===== config.mk =====
export PLATFORM = sky130hd
export DESIGN_NAME = symbol_drawer
export DESIGN_NICKNAME = d
export VERILOG_FILES = /design/src/rtl/graphics_pkg.sv /design/src/rtl/glyph_row_shifter.sv /design/src/rtl/symbol_drawer.sv
export SDC_FILE = /design/constraint.sdc
export NUM_CORES = 1
export LEC_CHECK = 0
export BUFFER_PORTS_ARGS = -buffer_cell sky130_fd_sc_hd__buf_2
export CAP_MARGIN = 0
export CORE_ASPECT_RATIO = 1.5
export CORE_MARGIN = 2
export CORE_UTILIZATION = 55
export DETAILED_ROUTE_END_ITERATION = 10
export MAX_ROUTING_LAYER = met4
export PLACE_DENSITY = 0.79
export SLEW_MARGIN = 10
export SYNTH_ARGS = -nofsm -noshare
export SYNTH_HDL_FRONTEND = slang
export SYNTH_HIERARCHICAL = 1
export SYNTH_SLANG_ARGS = --single-unit

===== constraint.sdc =====
create_clock -name clk -period 3.47 [get_ports clk]
set_clock_uncertainty 0.2 [all_clocks]
set_input_delay 0.694 -clock clk [delete_from_list [all_inputs] [get_ports clk]]
set_output_delay 0.694 -clock clk [all_outputs]
set_load 0.005 [all_outputs]

===== src/rtl/graphics_pkg.sv =====
// Shared graphics definitions: draw FSM state encoding, glyph geometry, colour
// constants and coordinate-width helpers used by the drawers and control FSM.
package graphics_pkg;

    typedef enum logic [1:0] {
        ST_IDLE  = 2'd0,
        ST_FETCH = 2'd1,
        ST_LATCH = 2'd2,
        ST_EMIT  = 2'd3
    } draw_state_t;

    localparam int   DEF_GLYPH_WIDTH  = 8;
    localparam int   DEF_GLYPH_HEIGHT = 16;
    localparam logic DEF_FG_COLOR     = 1'b1;
    localparam logic DEF_BG_COLOR     = 1'b0;

    function automatic int coord_width(input int active_pixels);
        return $clog2(active_pixels);
    endfunction

endpackage


===== src/rtl/glyph_row_shifter.sv =====
// Holds one font row and walks it column by column, MSB (leftmost) first.
module glyph_row_shifter #(
    parameter int WIDTH = 8,
    localparam int CNT_WIDTH = $clog2(WIDTH)
) (
    input  logic             clk,
    input  logic             rst_n,
    input  logic             load,
    input  logic [WIDTH-1:0] load_data,
    input  logic             advance,
    output logic             msb,
    output logic             last
);

    logic [WIDTH-1:0]     sr;
    logic [CNT_WIDTH-1:0] cnt;

    // The leftmost bit is consumed directly by the caller on load, so the
    // register always holds the bits of the columns still to come: msb is
    // the colour bit of the column after the current one.
    always_ff @(posedge clk or negedge rst_n) begin
        if (!rst_n) begin
            sr  <= '0;
            cnt <= '0;
        end else if (load) begin
            sr  <= load_data << 1;
            cnt <= '0;
        end else if (advance) begin
            sr  <= sr << 1;
            cnt <= cnt + 1'b1;
        end
    end

    assign msb  = sr[WIDTH-1];
    assign last = (cnt == CNT_WIDTH'(WIDTH - 1));

endmodule


===== src/rtl/symbol_drawer.sv =====
// Renders one glyph from the font ROM as a row-major stream of pixel writes,
// clipping cells that fall outside the active screen area.
module symbol_drawer
    import graphics_pkg::*;
#(
    parameter int SYMBOL_WIDTH      = 7,
    parameter int HOR_ACTIVE_PIXELS = 640,
    parameter int VER_ACTIVE_PIXELS = 480,
    parameter int GLYPH_WIDTH       = DEF_GLYPH_WIDTH,
    parameter int GLYPH_HEIGHT      = DEF_GLYPH_HEIGHT,
    parameter int COLOR_WIDTH       = 1,
    parameter logic [COLOR_WIDTH-1:0] FG_COLOR = COLOR_WIDTH'(DEF_FG_COLOR),
    parameter logic [COLOR_WIDTH-1:0] BG_COLOR = COLOR_WIDTH'(DEF_BG_COLOR),
    localparam int X_WIDTH   = coord_width(HOR_ACTIVE_PIXELS),
    localparam int Y_WIDTH   = coord_width(VER_ACTIVE_PIXELS),
    localparam int ROW_WIDTH = $clog2(GLYPH_HEIGHT),
    localparam int COL_WIDTH = $clog2(GLYPH_WIDTH)
) (
    input  logic                          clk,
    input  logic                          rst_n,
    input  logic                          start,
    output logic                          ready,
    input  logic [X_WIDTH-1:0]            x,
    input  logic [Y_WIDTH-1:0]            y,
    input  logic [SYMBOL_WIDTH-1:0]       symbol,
    output logic                          font_rd_en,
    output logic [SYMBOL_WIDTH+ROW_WIDTH-1:0] font_addr,
    input  logic [GLYPH_WIDTH-1:0]        font_data,
    output logic                          pixel_valid,
    input  logic                          pixel_ready,
    output logic [X_WIDTH-1:0]            pixel_x,
    output logic [Y_WIDTH-1:0]            pixel_y,
    output logic [COLOR_WIDTH-1:0]        pixel_color
);

    // Pixel handshake: a pixel transfers on a clock edge where pixel_valid and
    // pixel_ready are both high; once pixel_valid rises it, pixel_x/y and
    // pixel_color hold until that transfer, and pixel_ready may toggle freely.

    draw_state_t             state;
    logic [X_WIDTH-1:0]      x_r;
    logic [Y_WIDTH-1:0]      y_r;
    logic [SYMBOL_WIDTH-1:0] sym_r;
    logic [ROW_WIDTH-1:0]    row;
    logic [COL_WIDTH-1:0]    col;

    logic                    sh_msb;
    logic                    sh_last;
    logic [GLYPH_WIDTH-1:0]  row_bits;
    logic [COL_WIDTH-1:0]    next_col;
    logic                    next_bit;
    logic [X_WIDTH:0]        tgt_x;
    logic [Y_WIDTH:0]        tgt_y;
    logic                    on_screen;
    logic                    emit_step;

    // Symbol 0 is the blank cell regardless of what the ROM holds there.
    assign row_bits  = (sym_r == '0) ? '0 : font_data;
    assign next_col  = (state == ST_LATCH) ? '0 : col + 1'b1;
    assign next_bit  = (state == ST_LATCH) ? row_bits[GLYPH_WIDTH-1] : sh_msb;
    assign tgt_x     = {1'b0, x_r} + (X_WIDTH+1)'(next_col);
    assign tgt_y     = {1'b0, y_r} + (Y_WIDTH+1)'(row);
    assign on_screen = (tgt_x < (X_WIDTH+1)'(HOR_ACTIVE_PIXELS)) &&
                       (tgt_y < (Y_WIDTH+1)'(VER_ACTIVE_PIXELS));
    // A clipped column has pixel_valid low and retires in a single cycle.
    assign emit_step = (state == ST_EMIT) && (!pixel_valid || pixel_ready);

    glyph_row_shifter #(
        .WIDTH(GLYPH_WIDTH)
    ) u_shifter (
        .clk      (clk),
        .rst_n    (rst_n),
        .load     (state == ST_LATCH),
        .load_data(row_bits),
        .advance  (emit_step),
        .msb      (sh_msb),
        .last     (sh_last)
    );

    always_ff @(posedge clk or negedge rst_n) begin
        if (!rst_n) begin
            state       <= ST_IDLE;
            ready       <= 1'b1;
            x_r         <= '0;
            y_r         <= '0;
            sym_r       <= '0;
            row         <= '0;
            col         <= '0;
            font_rd_en  <= 1'b0;
            font_addr   <= '0;
            pixel_valid <= 1'b0;
            pixel_x     <= '0;
            pixel_y     <= '0;
            pixel_color <= BG_COLOR;
        end else begin
            case (state)
                ST_IDLE: begin
                    if (start) begin
                        x_r        <= x;
                        y_r        <= y;
                        sym_r      <= symbol;
                        row        <= '0;
                        col        <= '0;
                        ready      <= 1'b0;
                        font_rd_en <= 1'b1;
                        font_addr  <= {symbol, ROW_WIDTH'(0)};
                        state      <= ST_FETCH;
                    end
                end
                ST_FETCH: begin
                    font_rd_en <= 1'b0;
                    state      <= ST_LATCH;
                end
                ST_LATCH: begin
                    col         <= next_col;
                    pixel_valid <= on_screen;
                    pixel_x     <= tgt_x[X_WIDTH-1:0];
                    pixel_y     <= tgt_y[Y_WIDTH-1:0];
                    pixel_color <= next_bit ? FG_COLOR : BG_COLOR;
                    state       <= ST_EMIT;
                end
                ST_EMIT: begin
                    if (emit_step) begin
                        if (sh_last) begin
                            pixel_valid <= 1'b0;
                            if (row == ROW_WIDTH'(GLYPH_HEIGHT - 1)) begin
                                ready <= 1'b1;
                                state <= ST_IDLE;
                            end else begin
                                row        <= row + 1'b1;
                                font_rd_en <= 1'b1;
                                font_addr  <= {sym_r, row + 1'b1};
                                state      <= ST_FETCH;
                            end
                        end else begin
                            col         <= next_col;
                            pixel_valid <= on_screen;
                            pixel_x     <= tgt_x[X_WIDTH-1:0];
                            pixel_y     <= tgt_y[Y_WIDTH-1:0];
                            pixel_color <= next_bit ? FG_COLOR : BG_COLOR;
                        end
                    end
                end
                default: state <= ST_IDLE;
            endcase
        end
    end

endmodule


# --- Word-level counts from Yosys, hierarchy flattened ---
# Index checks and enable logic that the tools add are counted.
op_classes:
  n_addsub: 5
  mul: 0
  div_mod_pow: 0
  magnitude_cmp: 2
  n_eq_ne: 11
  n_shift: 0
  muxes: 49
  n_bitwise: 0
  n_reduce_logical: 19
ops:
  columns: ["operator", "n"]
  rows:
  - ["11-bit two-way mux", 4]
  - ["8-bit two-way mux", 3]
  - ["11-bit one-hot mux with 2 select lines", 1]
  - ["10-bit two-way mux", 2]
  - ["10-bit one-hot mux with 2 select lines", 1]
  - ["3-bit two-way mux", 6]
  - ["9-bit two-way mux", 2]
  - ["9-bit one-hot mux with 2 select lines", 1]
  - ["4-bit two-way mux", 4]
  - ["1-bit two-way mux", 15]
  - ["5-bit AND reduction", 3]
  - ["10-bit by 3-bit adder with 11-bit output", 1]
  - ["11-bit by 10-bit less-than comparator with 1-bit output, second input constant", 1]
  - ["9-bit by 4-bit adder with 10-bit output", 1]
  - ["10-bit by 9-bit less-than comparator with 1-bit output, second input constant", 1]
  - ["2-bit inequality test, second input constant", 5]
  - ["3-bit one-hot mux with 3 select lines", 1]
  - ["2-bit one-hot mux with 4 select lines", 1]
  - ["4-bit one-hot mux with 2 select lines", 1]
  - ["7-bit logical NOT", 1]
  - ["3-bit by 1-bit adder with 3-bit output, second input constant", 2]
  - ["2-bit two-way mux", 3]
  - ["1-bit one-hot mux with 2 select lines", 3]
  - ["3-bit AND reduction", 2]
  - ["other kinds (15)", 21]
word_totals:
  register_bits: 80
  latch_bits: 0
  mem_bits_rw: 0
  mem_bits_ro: 0
  output_inout_bits: 34
  word_cells: 101
  memories: 0

# --- Depth between registers and ports, before layout ---
depth:
  word_depth: 8
  mapped_depth: 10

# --- Cells and area by module ---
# Netlist, hierarchy kept.
modules_own_cells:
  columns: ["mod", "n_inst", "cells_each", "area_each_um2", "seq_area_each_um2"]
  rows:
  - ["symbol_drawer", 1, 302, 3304.4, 1627.8]
  - ["glyph_row_shifter", 1, 41, 465.4, 250.2]

# --- Worst setup path before layout ---
# No wires, ideal clock.
synth_timing:
  path_kind: "register -> register"
  startpoint: "reg state[0]"
  endpoint: "reg pixel_valid"
  setup_time_ns: 0.092
  t_arrival_ns: 2.471
  t_required_ns: 3.178
  setup_slack_ns: 0.707
  path_stages_with_launch: 11
  n_path_buf: 0
  period_less_slack_ns: 2.763
  cell_sequence: "dfrtp_1 inv_1 ha_1 nor2_1 ha_1 fa_1 a21oi_1 nor2_1 or3_1 o311a_1 o31ai_2"
synth_via:
  elab_chain_cells: 8
  elab_cells_between_ends: 13
synth_lines:
  columns: ["item", "line_no", "rtl"]
  rows:
  - ["from (decl)", "symbol_drawer.sv:40", "draw_state_t state;"]
  - ["from (signal assigned)", "symbol_drawer.sv:82", "state <= ST_IDLE;"]
  - ["from (signal assigned)", "symbol_drawer.sv:107", "state <= ST_FETCH;"]
  - ["from (signal assigned)", "symbol_drawer.sv:112", "state <= ST_LATCH;"]
  - ["2-bit == test", "symbol_drawer.sv:59, symbol_drawer.sv:96", null]
  - ["3-bit two-way mux", "symbol_drawer.sv:59", "assign next_col = (state == ST_LATCH) ? '0 : col + 1'b1;"]
  - ["10-bit by 3-bit adder with 11-bit output", "symbol_drawer.sv:61", "assign tgt_x = {1'b0, x_r} + (X_WIDTH+1)'(next_col);"]
  - ["11-bit by 10-bit less-than comparator with 1-bit output", "symbol_drawer.sv:63", "assign on_screen = (tgt_x < (X_WIDTH+1)'(HOR_ACTIVE_PIXELS)) &&"]
  - ["1-bit logical AND", "symbol_drawer.sv:63", null]
  - ["1-bit two-way mux", "symbol_drawer.sv:124", "if (sh_last) begin"]
  - ["1-bit two-way mux", "symbol_drawer.sv:123", "if (emit_step) begin"]
  - ["1-bit one-hot mux with 2 select lines", "symbol_drawer.sv:96", "case (state)"]
  - ["to (signal assigned)", "symbol_drawer.sv:116", "pixel_valid <= on_screen;"]
  - ["to (signal assigned)", "symbol_drawer.sv:137", "pixel_valid <= on_screen;"]
  - ["to (decl)", "symbol_drawer.sv:29", "output logic pixel_valid,"]
# Several ways; a longest one is shown, not always the timed one. The select of a mux whose other input is x is not followed.
# A chain may end at the register's enable or synchronous reset.

# --- Final worst setup path ---
# Same ends and word-level chain as after synthesis.

==> metrics.md <==
| Metric | Value |
|---|---|
| 1st-pass router iterations | `4` |
| Cell variety after synth | `45` |
| Critical path class | `reg2reg` |
| # hold bufs at CTS | `0` |
| Asr flop ratio synth | `100.0%` |
| Drt drc | `0` |
| Worst min path class | `in2async` |
| Core Box Area | `6759 um^2` |
| Final cell count without fillers | `500` |
| CTS tree | `done` |
| Largest area contributor in the netlist | `dfrtp_1` |
| Worst-path clk slew | `0.08 ns` |
| Dpl ws | `0.7926 ns` |
| Inserted Diodes | `0` |
| Final setup margin | `0.7754 ns` |
| CP required | `3.54 ns` |
| Total power | `~4.4 mW` |
| Largest net degree at the start of global routing | `76` |
| Final ANT Viol Nets | `0` |
| Worst-margin pin slew | `~0.92 ns` |
| Max-slew violations | `0` |
| Rows | `37` |
| Layout area overhead | `17.36%` |
| Hold Vio Cnt, Final | `0` |
| RSZ-0062 raised after global routing | `no` |
| Post-DP HPWL | `5.411 mm` |
| Post-Syn Area | `3770 um^2` |
| Post-CTS Setup Bufs | `0` |
| GRT Total Usage | `21.95%` |
| Num CTS Buffers | `9` |
| Global-route wire length before repair | `approximately 13 mm` |
| Period utilization | `77.66%` |
| DIE HEIGHT | `105.4 um` |
| Root buffer cell | `clkbuf_8` |
| #FFs+latches synth | `75` |
| GRT overflow | `0` |
| Depth of the CTS H-tree | `3` |
| Worst-path cell chain | `inv_1 > ha_1 > nor2_1 > ha_1 > fa_1 > a21oi_1 > nor2_1 > or3_1 > o311a_1 > o31ai_2` |
| First DRT Iteration DRCs | `around 210` |
| Yosys top cell area share | `roughly 49%` |
| Per-cell routed wire length | `14.64 um` |
| Yosys warning count | `6` |
| Setup tns final | `0 ns` |
| Io pins | `72` |
| Syn avg cell area | `10.99 um^2` |
| Cells after Synth | `343` |
| Synth Flop Type | `dfrtp_1` |
| Power density cells | `988.8 nW/um^2` |
| # setup viols final | `0` |
| Initial antenna violation count | `0` |
| Vias/cell | `5.458` |
| Vias in the first global route | `2753` |
| CP max FO | `4` |
| Vias | `approximately 2700` |
| Inst Count DP | `484` |
| Fmax achieved | `approximately 0.37 GHz` |
| Worst R2R Path Depth | `10` |
| WL final | `roughly 7.3 mm` |
| Maxcap violations | `0` |
| Layout net count | `between 400 and 500` |
| LEAKAGE | `~2.1 nW` |
| Starting Density | `55.78%` |
| GP Congestion | `0.9214` |
| Die Width | `between 70 and 80 um` |
| Layout cells sized above 1 | `a little under a third` |
| Largest cells by area after synthesis | `dfrtp_1 (49%), mux2_2 (9.0%), ha_1 (5.3%)` |
| Status | `complete, no violations` |
| Crit path largest cell delay | `0.44 ns` |
| Startpoint types | `flip-flop` |
| Worst path slowest cell | `fa_1` |
| CTS sink cnt | `75` |
| Insertion delay to the later sink of the worst-skew pair | `roughly 0.35 ns` |
| DIE AREA | `7546 um^2` |
| Relative slew slack | `around two fifths` |
| Min Clock Period, post-route | `2.695 ns` |
| Critical Path End Type | `flip-flop` |
| Gates resized, CTS repair | `0` |
| Max clock buf depth | `2` |
| Worst endpoint data arrival time | `2.76 ns` |
| Syn nets | `399` |
| # port buffers | `71` |
| Peak VDD IR | `just under 0.0006 V` |
| Hold slack final | `0.2648 ns` |
| EDFF count, synth | `0` |
| Register area share after synthesis | `about half` |
[final cells by class]
cell class / count / area [um^2]
Clock buffer: 11 / 141.4
Timing Repair Buffer: 76 / 395.4
Multi-Input combinational cell: 247 / 1782
Fill cell: 537 / 2335
Tap cell: 78 / 97.59
Inverter: 8 / 30.03
Sequential cell: 75 / 1878
Clock inverter: 5 / 100.1
[logic make-up after synthesis]
family                     count (synthesis)  synth area share, %
DFF                                       75                49.82
AOI/OAI and AO/OA                         62                10.59
and+or+nand+nor                          100                12.11
muxes                                     49                14.01
xor gates and xnor gates                  18                4.182
adders and majority gates                 18                6.372
buffers and inverters                     21                2.921
[where the power goes]
part	internal [mW]	switching, mW
clock	0.495	0.318
sequential	1.31	0.337
combinational	0.932	0.983
total	2.74	1.64
[synth_stat cells, drive strengths merged (2+ instances only)]
library cell	n
a21o	4
a21oi	12
and2	9
buf	10
clkbuf	3
dfrtp	74
fa	2
ha	16
inv	8
mux2	30
mux2i	19
nand2	42
nand2b	2
nand3	5
nand3b	2
nand4	4
nor2	23
nor2b	3
nor3	4
nor4	3
o21ai	33
o31ai	2
xnor2	13
xor2	5
[per-stage QoR]
step | utilization (%) | cell area, um^2
final | 65.46 | 4424
after floorplan | - | 3770
after CTS | 65.46 | 4424
after detailed placement | 61.88 | 4183
after global routing | 65.46 | 4424
after global placement | 61.88 | 4183
[metal layers]
layer / global-route usage, % / share of wire (%) / wire [um]
met1: 26.15 / 42 / 3062
met2: 35.38 / 53 / 3878
met3: 5.163 / 3.3 / 243
met4: 9.434 / 1.8 / 134
met5: - / 0 / 0
[flip-flops by register name, summed over array words and instances, names as in the netlist, 2 cells and up]
signal,flops
sym_r,7
y_r,9
u_shifter/sr,7
u_shifter/cnt,3
font_addr,11
x_r,10
pixel_x,10
col,3
state,2
pixel_y,9
[critical path: cells and delay by family (launching register included)]
kind | cells | cell delay (ns)
buf+inv | 1 | 0.13
flops | 1 | 0.42
fa+ha+maj | 3 | 0.85
compound gates | 3 | 0.57
simple gates | 3 | 0.44
[layout by cell type (no fill, tap or decap), types with 5 or more instances in the layout]
cell type / n
dfrtp_1: 74
buf_4: 6
inv_1: 8
nand3_1: 5
nor2_1: 23
ha_1: 16
o21ai_1: 9
a21oi_1: 11
o21ai_0: 24
nand2_1: 42
mux2_2: 30
mux2i_1: 19
clkbuf_8: 10
xnor2_1: 13
buf_2: 70
and2_1: 9
xor2_1: 5
[path summary, 6_finish.rpt]
| check | start | endpoint | slack, ns |
|---|---|---|---|
| worst min-delay path | rst_n | u_shifter/sr[5]$_DFFE_PN0P_ | 0.26 |
| min in group clk | pixel_y[7]$_DFFE_PN0P_ | pixel_y[7]$_DFFE_PN0P_ | 0.28 |
| worst max-delay path | state[0]$_DFFE_PN0P_ | pixel_valid$_DFFE_PN0P_ | 0.78 |
| worst min register to register | pixel_y[7]$_DFFE_PN0P_ | pixel_y[7]$_DFFE_PN0P_ | 0.28 |
| worst max register to register | state[0]$_DFFE_PN0P_ | pixel_valid$_DFFE_PN0P_ | 0.78 |
| max in group asynchronous | rst_n | x_r[4]$_DFFE_PN0P_ | 2.19 |
Note: power is estimated with default switching activity, not from simulation.
